===== config.mk =====
export PLATFORM = sky130hd
export DESIGN_NAME = pong_scan_timer
export DESIGN_NICKNAME = d
export VERILOG_FILES = /design/src/rtl/pong_pkg.sv /design/src/rtl/pong_pix_div.sv /design/src/rtl/pong_scan_timer.sv
export SDC_FILE = /design/constraint.sdc
export NUM_CORES = 1
export LEC_CHECK = 0
export CAP_MARGIN = 20
export CORE_UTILIZATION = 40
export CTS_CLUSTER_SIZE = 10
export DETAILED_ROUTE_END_ITERATION = 8
export HOLD_SLACK_MARGIN = 0.06
export PLACE_DENSITY = 0.72
export RECOVER_POWER = 25
export SYNTH_ARGS = -nofsm -noshare
export SYNTH_HDL_FRONTEND = slang
export SYNTH_SLANG_ARGS = --single-unit

===== constraint.sdc =====
create_clock -name clk -period 2.5 [get_ports clk]
set_input_delay 0.375 -clock clk [delete_from_list [all_inputs] [get_ports clk]]
set_output_delay 0.375 -clock clk [all_outputs]
set_load 0.03 [all_outputs]

===== src/rtl/pong_pkg.sv =====
// Shared types and geometry presets for the pong raster timing path.
// Presets give the active/porch/sync split for each supported display mode.
package pong_pkg;

  typedef enum logic [1:0] {
    IDLE  = 2'd0,
    RUN   = 2'd1,
    DRAIN = 2'd2
  } state_e;

  typedef struct packed {
    int h_active;
    int h_front;
    int h_sync;
    int h_back;
    int v_active;
    int v_front;
    int v_sync;
    int v_back;
  } geom_t;

  localparam geom_t GLCD_128x64 = '{h_active: 128, h_front: 1,  h_sync: 1,  h_back: 0,
                                    v_active: 64,  v_front: 0,  v_sync: 1,  v_back: 0};
  localparam geom_t VGAX_120x60 = '{h_active: 120, h_front: 2,  h_sync: 4,  h_back: 2,
                                    v_active: 60,  v_front: 1,  v_sync: 2,  v_back: 1};
  localparam geom_t HALF_320x240 = '{h_active: 320, h_front: 8,  h_sync: 48, h_back: 24,
                                     v_active: 240, v_front: 5,  v_sync: 2,  v_back: 15};
  localparam geom_t VGA_640x480 = '{h_active: 640, h_front: 16, h_sync: 96, h_back: 48,
                                    v_active: 480, v_front: 10, v_sync: 2,  v_back: 33};

  // Bits needed to hold a counter running 0..n-1; never narrower than one bit.
  function automatic int cnt_width(input int n);
    return (n <= 2) ? 1 : $clog2(n);
  endfunction

  function automatic int geom_h_total(input geom_t g);
    return g.h_active + g.h_front + g.h_sync + g.h_back;
  endfunction

  function automatic int geom_v_total(input geom_t g);
    return g.v_active + g.v_front + g.v_sync + g.v_back;
  endfunction

endpackage


===== src/rtl/pong_pix_div.sv =====
// Pixel-rate divider: counts 0..PIX_DIV-1 and strobes on the last count.
// Clear forces the count to zero and suppresses the strobe.
module pong_pix_div
  import pong_pkg::*;
#(
  parameter int PIX_DIV = 2
) (
  input  logic clk,
  input  logic reset,
  input  logic i_clr,
  output logic o_pix_en
);

  localparam int DIV_W = cnt_width(PIX_DIV);
  localparam logic [DIV_W-1:0] DIV_LAST = DIV_W'(PIX_DIV - 1);

  generate
    if (PIX_DIV < 1) begin : g_bad_div
      $error("pong_pix_div: PIX_DIV must be at least 1");
    end
  endgenerate

  logic [DIV_W-1:0] r_div;
  logic             w_last;

  assign w_last = (r_div == DIV_LAST);

  always_ff @(posedge clk or posedge reset) begin
    if (reset) begin
      r_div <= '0;
    end else if (i_clr || w_last) begin
      r_div <= '0;
    end else begin
      r_div <= r_div + DIV_W'(1);
    end
  end

  assign o_pix_en = !i_clr && w_last;

endmodule


===== src/rtl/pong_scan_timer.sv =====
// Raster scan/timing generator: pixel divider, x/y scan, sync/blank decode and
// frame counting; stopping always completes the current frame first.
module pong_scan_timer
  import pong_pkg::*;
#(
  parameter int   H_ACTIVE = 128,
  parameter int   H_FRONT  = 1,
  parameter int   H_SYNC   = 1,
  parameter int   H_BACK   = 0,
  parameter int   V_ACTIVE = 64,
  parameter int   V_FRONT  = 0,
  parameter int   V_SYNC   = 1,
  parameter int   V_BACK   = 0,
  parameter int   PIX_DIV  = 2,
  parameter logic HS_POL   = 1'b1,
  parameter logic VS_POL   = 1'b1,
  parameter int   X_W      = 9,
  parameter int   Y_W      = 9,
  parameter int   FCNT_W   = 8
) (
  input  logic              clk,
  input  logic              reset,
  input  logic              enable,
  output logic              pix_en,
  output logic              p_tick,
  output logic [X_W-1:0]    x,
  output logic [Y_W-1:0]    y,
  output logic              hsync,
  output logic              vsync,
  output logic              video_on,
  output logic              line_start,
  output logic              frame_start,
  output logic [FCNT_W-1:0] frame_cnt,
  output logic              running
);

  localparam int H_TOTAL = H_ACTIVE + H_FRONT + H_SYNC + H_BACK;
  localparam int V_TOTAL = V_ACTIVE + V_FRONT + V_SYNC + V_BACK;

  generate
    if (H_TOTAL > (1 << X_W)) begin : g_bad_xw
      $error("pong_scan_timer: H_TOTAL does not fit in X_W bits");
    end
    if (V_TOTAL > (1 << Y_W)) begin : g_bad_yw
      $error("pong_scan_timer: V_TOTAL does not fit in Y_W bits");
    end
  endgenerate

  localparam logic [X_W-1:0] X_LAST = X_W'(H_TOTAL - 1);
  localparam logic [Y_W-1:0] Y_LAST = Y_W'(V_TOTAL - 1);

  // Window bounds carry one spare bit so a sync ending exactly at 2**X_W cannot wrap.
  localparam int XE_W = X_W + 1;
  localparam int YE_W = Y_W + 1;
  localparam logic [XE_W-1:0] X_ACT  = XE_W'(H_ACTIVE);
  localparam logic [XE_W-1:0] HS_BEG = XE_W'(H_ACTIVE + H_FRONT);
  localparam logic [XE_W-1:0] HS_END = XE_W'(H_ACTIVE + H_FRONT + H_SYNC);
  localparam logic [YE_W-1:0] Y_ACT  = YE_W'(V_ACTIVE);
  localparam logic [YE_W-1:0] VS_BEG = YE_W'(V_ACTIVE + V_FRONT);
  localparam logic [YE_W-1:0] VS_END = YE_W'(V_ACTIVE + V_FRONT + V_SYNC);

  state_e              r_state;
  state_e              w_state_next;
  logic [X_W-1:0]      r_x;
  logic [Y_W-1:0]      r_y;
  logic [FCNT_W-1:0]   r_frame_cnt;
  logic                w_idle;
  logic                w_pix_en;
  logic                w_x_last;
  logic                w_y_last;
  logic                w_frame_end;
  logic [XE_W-1:0]     w_x_ext;
  logic [YE_W-1:0]     w_y_ext;
  logic                w_hs_win;
  logic                w_vs_win;
  logic                w_video_on;

  assign w_idle = (r_state == IDLE);

  pong_pix_div #(
    .PIX_DIV (PIX_DIV)
  ) u_pix_div (
    .clk      (clk),
    .reset    (reset),
    .i_clr    (w_idle),
    .o_pix_en (w_pix_en)
  );

  assign w_x_last    = (r_x == X_LAST);
  assign w_y_last    = (r_y == Y_LAST);
  assign w_frame_end = w_pix_en && w_x_last && w_y_last;

  // Dropping enable never cuts a frame short: only the last pixel may return to IDLE.
  always_comb begin
    w_state_next = r_state;
    case (r_state)
      IDLE: begin
        if (enable) begin
          w_state_next = RUN;
        end
      end
      RUN, DRAIN: begin
        if (enable) begin
          w_state_next = RUN;
        end else if (w_frame_end) begin
          w_state_next = IDLE;
        end else begin
          w_state_next = DRAIN;
        end
      end
      default: begin
        w_state_next = IDLE;
      end
    endcase
  end

  always_ff @(posedge clk or posedge reset) begin
    if (reset) begin
      r_state <= IDLE;
    end else begin
      r_state <= w_state_next;
    end
  end

  always_ff @(posedge clk or posedge reset) begin
    if (reset) begin
      r_x <= '0;
      r_y <= '0;
    end else if (w_idle) begin
      r_x <= '0;
      r_y <= '0;
    end else if (w_pix_en) begin
      if (w_x_last) begin
        r_x <= '0;
        r_y <= w_y_last ? '0 : r_y + Y_W'(1);
      end else begin
        r_x <= r_x + X_W'(1);
      end
    end
  end

  always_ff @(posedge clk or posedge reset) begin
    if (reset) begin
      r_frame_cnt <= '0;
    end else if (w_frame_end) begin
      r_frame_cnt <= r_frame_cnt + FCNT_W'(1);
    end
  end

  assign w_x_ext    = {1'b0, r_x};
  assign w_y_ext    = {1'b0, r_y};
  assign w_hs_win   = !w_idle && (w_x_ext >= HS_BEG) && (w_x_ext < HS_END);
  assign w_vs_win   = !w_idle && (w_y_ext >= VS_BEG) && (w_y_ext < VS_END);
  assign w_video_on = !w_idle && (w_x_ext < X_ACT) && (w_y_ext < Y_ACT);

  assign pix_en      = w_pix_en;
  assign p_tick      = w_pix_en && w_video_on;
  assign x           = r_x;
  assign y           = r_y;
  assign hsync       = w_hs_win ? HS_POL : ~HS_POL;
  assign vsync       = w_vs_win ? VS_POL : ~VS_POL;
  assign video_on    = w_video_on;
  assign line_start  = w_pix_en && (r_x == '0);
  assign frame_start = w_pix_en && (r_x == '0) && (r_y == '0);
  assign frame_cnt   = r_frame_cnt;
  assign running     = !w_idle;

endmodule

==> impl_metrics.csv <==
group,metric,value,unit
run_status,outcome,"finished with violations",
run_status,failed_checks,"capacitance limit, slew limit",
pwr,swShare,36.8,%
timing,unrepaired_setup_endpoints_after_global_routing,"no",
global_routing,grt_pass1_vias,1368,
clocking,clock_latency_of_the_later_clocked_register_in_the_worst_skew_pair,0.28,ns
logic_synthesis,synth_area_per_cell,9.60,um2
final_layout,final_layout_size_suffix_gt1_share,11.6,%
final_layout,design.final.nets,225,
worst_setup_path,slowest_stage,"clkdlybuf4s50_1",
timing,max_freq,442,MHz
clocking,clkSinkCount,29,
logic_synthesis,yosys-top-cells-area,"dfrtp_1, ha_1, nand2_1",
clocking,tritoncts_buffers,5,
pwr,powerDensity,822,nW/um2
floorplanning,die_y,65.9,um
clocking,cts_resized,1,
global_routing,globalRouteOverflowTotal,0,
floorplanning,initial_util,43.0,%
clocking,tritoncts,"yes",
timing,worstMarginPinSlew,1.60,ns
hold_path,worstHoldPathType,"register to register",
timing,timing.final.setup_violations,0,
timing,final.setup.tns,0,ns
run,maxCapViolCount,1,
logic_synthesis,netlist.top_cell.by_area,"dfrtp_1",
pwr,net-switching-power,680,uW
floorplanning,die-width,65.9,um
drt,via_per_inst,5.69,
timing,timing.final.crit_period,2.26,ns
drt,drt-initial-drc-count,118,
placed_design,port_buffers,36,
pwr,power.combinational.fraction,38.5,%
pwr,internal-power,1.17,mW
floorplanning,core_region_area,3800,um2
logic_synthesis,synth_top_cell_area_share,44.5,%
worst_setup_path,critical_path_class,"register to output port",
clocking,ctsLongestPathBuffers,2,
clocking,hold_buffers,0,
logic_synthesis,synth_seq_area_share,44.5,%
pwr,p_seq_share,30.1,%
worst_setup_path,crit_fanout,9,
drt,wire_length_after_detailed_routing,3920,um
drt,ant_nets,0,
drt,firstDrtPassIters,4,
floorplanning,design.portCount,37,
timing,layout_worst_path_cycle_share,90.6,%
clocking,ctsRootBufferMaster,"clkbuf_8",
global_routing,grt_max_degree,30,
drt,via_count,1497,
logic_synthesis,synthesized_instance_count,170,
timing,max-slew-margin-rel,-6.39,%
drt,route.detailed.wl_per_inst,14.9,um
logic_synthesis,yosys_warnings,0,
global_routing,grt_use_met3,3.62,%
floorplanning,total_die_area,4340,um2
worst_setup_path,worst-endpoint-required,2.12,ns
drt,drc_viols,0,
logic_synthesis,synth_cell_types,42,
worst_setup_path,crit_chain,"inv_1, ha_2, clkinv_1, buf_4, clkdlybuf4s50_1",
pwr,power.ir.vdd_worst,0.551,mV
clocking,cts-htree-levels,2,
placed_design,gp_congestion,0.814,
timing,maxSlewViolCount,30,
placed_design,detailedPlacementHpwl,2800,um
global_routing,globalRouteMet2Util,33.5,%
logic_synthesis,ys_seq_elements,29,
logic_synthesis,synth-edff-count,0,
timing,worst_slack,0.235,ns
global_routing,grt.total_usage,19.6,%
logic_synthesis,synth_area,1630,um2
timing,timing_hold_violations_final,0,
worst_setup_path,timing.critical_path.from_type,"register",
global_routing,global_route_wire_length_before_repair,6400,um
global_routing,antenna_violations_before_repair,0,
worst_setup_path,crit_family,"buffers and inverters",
placed_design,placement_stage_worst_setup_slack,0.265,ns
final_layout,areaGrowthSynthToFinish,37.8,%
clocking,worst_setup_hold_path_clk_slew,0.07,ns
logic_synthesis,synth_top_flop_cell,"dfrtp_1",
pwr,power_frac_clock,31.4,%
worst_setup_path,critical_path.endpoint_type,"output port",
floorplanning,rows,22,
global_routing,grtUsageMet1,24.1,%
pwr,cellLeakagePower,1.04,nW
worst_setup_path,delay_of_the_slowest_cell_on_the_worst_path,0.59,ns
worst_setup_path,cp_num_buf_inv,4,
final_layout,diodes,0,
worst_setup_path,critical_path_arrival,1.89,ns
final_layout,final.fill_count,339,
global_routing,grt_busiest_layer,"met2",
logic_synthesis,synth-async-reset-ratio,100,%
timing,fin_skew,0.00951,ns
logic_synthesis,synth.net_count,181,
clocking,postCtsSetupRepairBufs,0,
-- layout make-up --
type                            instances  area (um2)  share of cell area [%]
Clock buffer                            5        68.8                    3.06
Clock inverter                          3        65.1                    2.89
Inverter                               11        41.3                    1.84
Multi-Input combinational cell        126         881                    39.2
Sequential cell                        29         726                    32.3
Tap cell                               48        60.1                    2.67
Timing Repair Buffer                   41         407                    18.1
-- layout by cell type (no fill, tap or decap), drive strengths merged, types with 5 or more instances in the layout --
cell type      count
clkdlybuf4s50     28
nor4               7
dlymetal6s2s       6
o21ai              7
nor2              14
buf                5
xor2               8
ha                 8
nand2             20
clkbuf             6
nand3             13
or3                5
dfrtp             29
inv               10
-- through the flow --
step                      util [%]  cells  cell area, um2  hold WS, ns  total power [mW]
after floorplan                  -    170            1660        0.453              1.01
after detailed placement      55.3    255            2100        0.473              1.28
after global placement        55.3    255            2100        0.457              1.26
after CTS                     58.9    263            2240        0.475              1.86
final                         59.2    263            2250        0.470              1.85
after global routing          59.2    263            2250        0.496              1.94
-- power by group through the flow --
stage	Combinational, mW	Sequential (mW)	Clock, mW
floorplan	0.454	0.561	0
global placement	0.695	0.562	0
detailed placement	0.711	0.565	0
CTS	0.721	0.557	0.586
global route	0.778	0.565	0.600
finish	0.711	0.557	0.580
-- metal layers --
layer  up-vias  part of all wire, %
li1        712                    -
met4         0                  1.4
met1       741                   45
met5         -                    0
met3         7                  3.9
met2        37                   50
-- synthesized netlist by cell type (all sizes together) (3+ instances only) --
cell	count
a21oi	3
clkbuf	4
dfrtp	29
ha	8
inv	10
nand2	20
nand3	13
nand4	4
nor2	14
nor3	4
nor4	7
o2111ai	3
o21ai	7
o31ai	4
or3	5
xnor2	4
xor2	8
-- cells by family after synthesis --
family	synth area share, %
XOR/XNOR	6.44
flip-flops	44.5
AND/OR/NAND/NOR	26.5
buffers and inverters	3.53
adder cells (fa/ha/maj)	6.14
AO/OA/AOI/OAI	12.2
multiplexers	0.690
-- worst reg2reg max path, stage by stage (launching register included) --
cell      delay, ns
dfrtp_1        0.43
inv_1          0.13
ha_1           0.18
and4bb_2       0.33
nand3_2        0.19
nor2_1         0.28
mux2_2         0.37
-- final timing paths --
check / from / slack [ns] / endpoint / cells past startpoint
max in group asynchronous: reset / 0.49 / x[2] / 3
worst max-delay path: r_state[1] / 0.24 / running / 5
worst min register to register: frame_cnt[7] / 0.47 / frame_cnt[7] / 1
min in group asynchronous: reset / 1.08 / frame_cnt[3] / 3
worst max register to register: x[1] / 0.50 / frame_cnt[1] / 6
worst min-delay path: frame_cnt[7] / 0.47 / frame_cnt[7] / 1
-- flip-flops by register name (all words and copies together) (netlist names) --
signal           cells
u_pix_div.r_div      1
frame_cnt            8
r_state              2
y                    9
x                    9
Note: power is estimated with default switching activity, not from simulation.
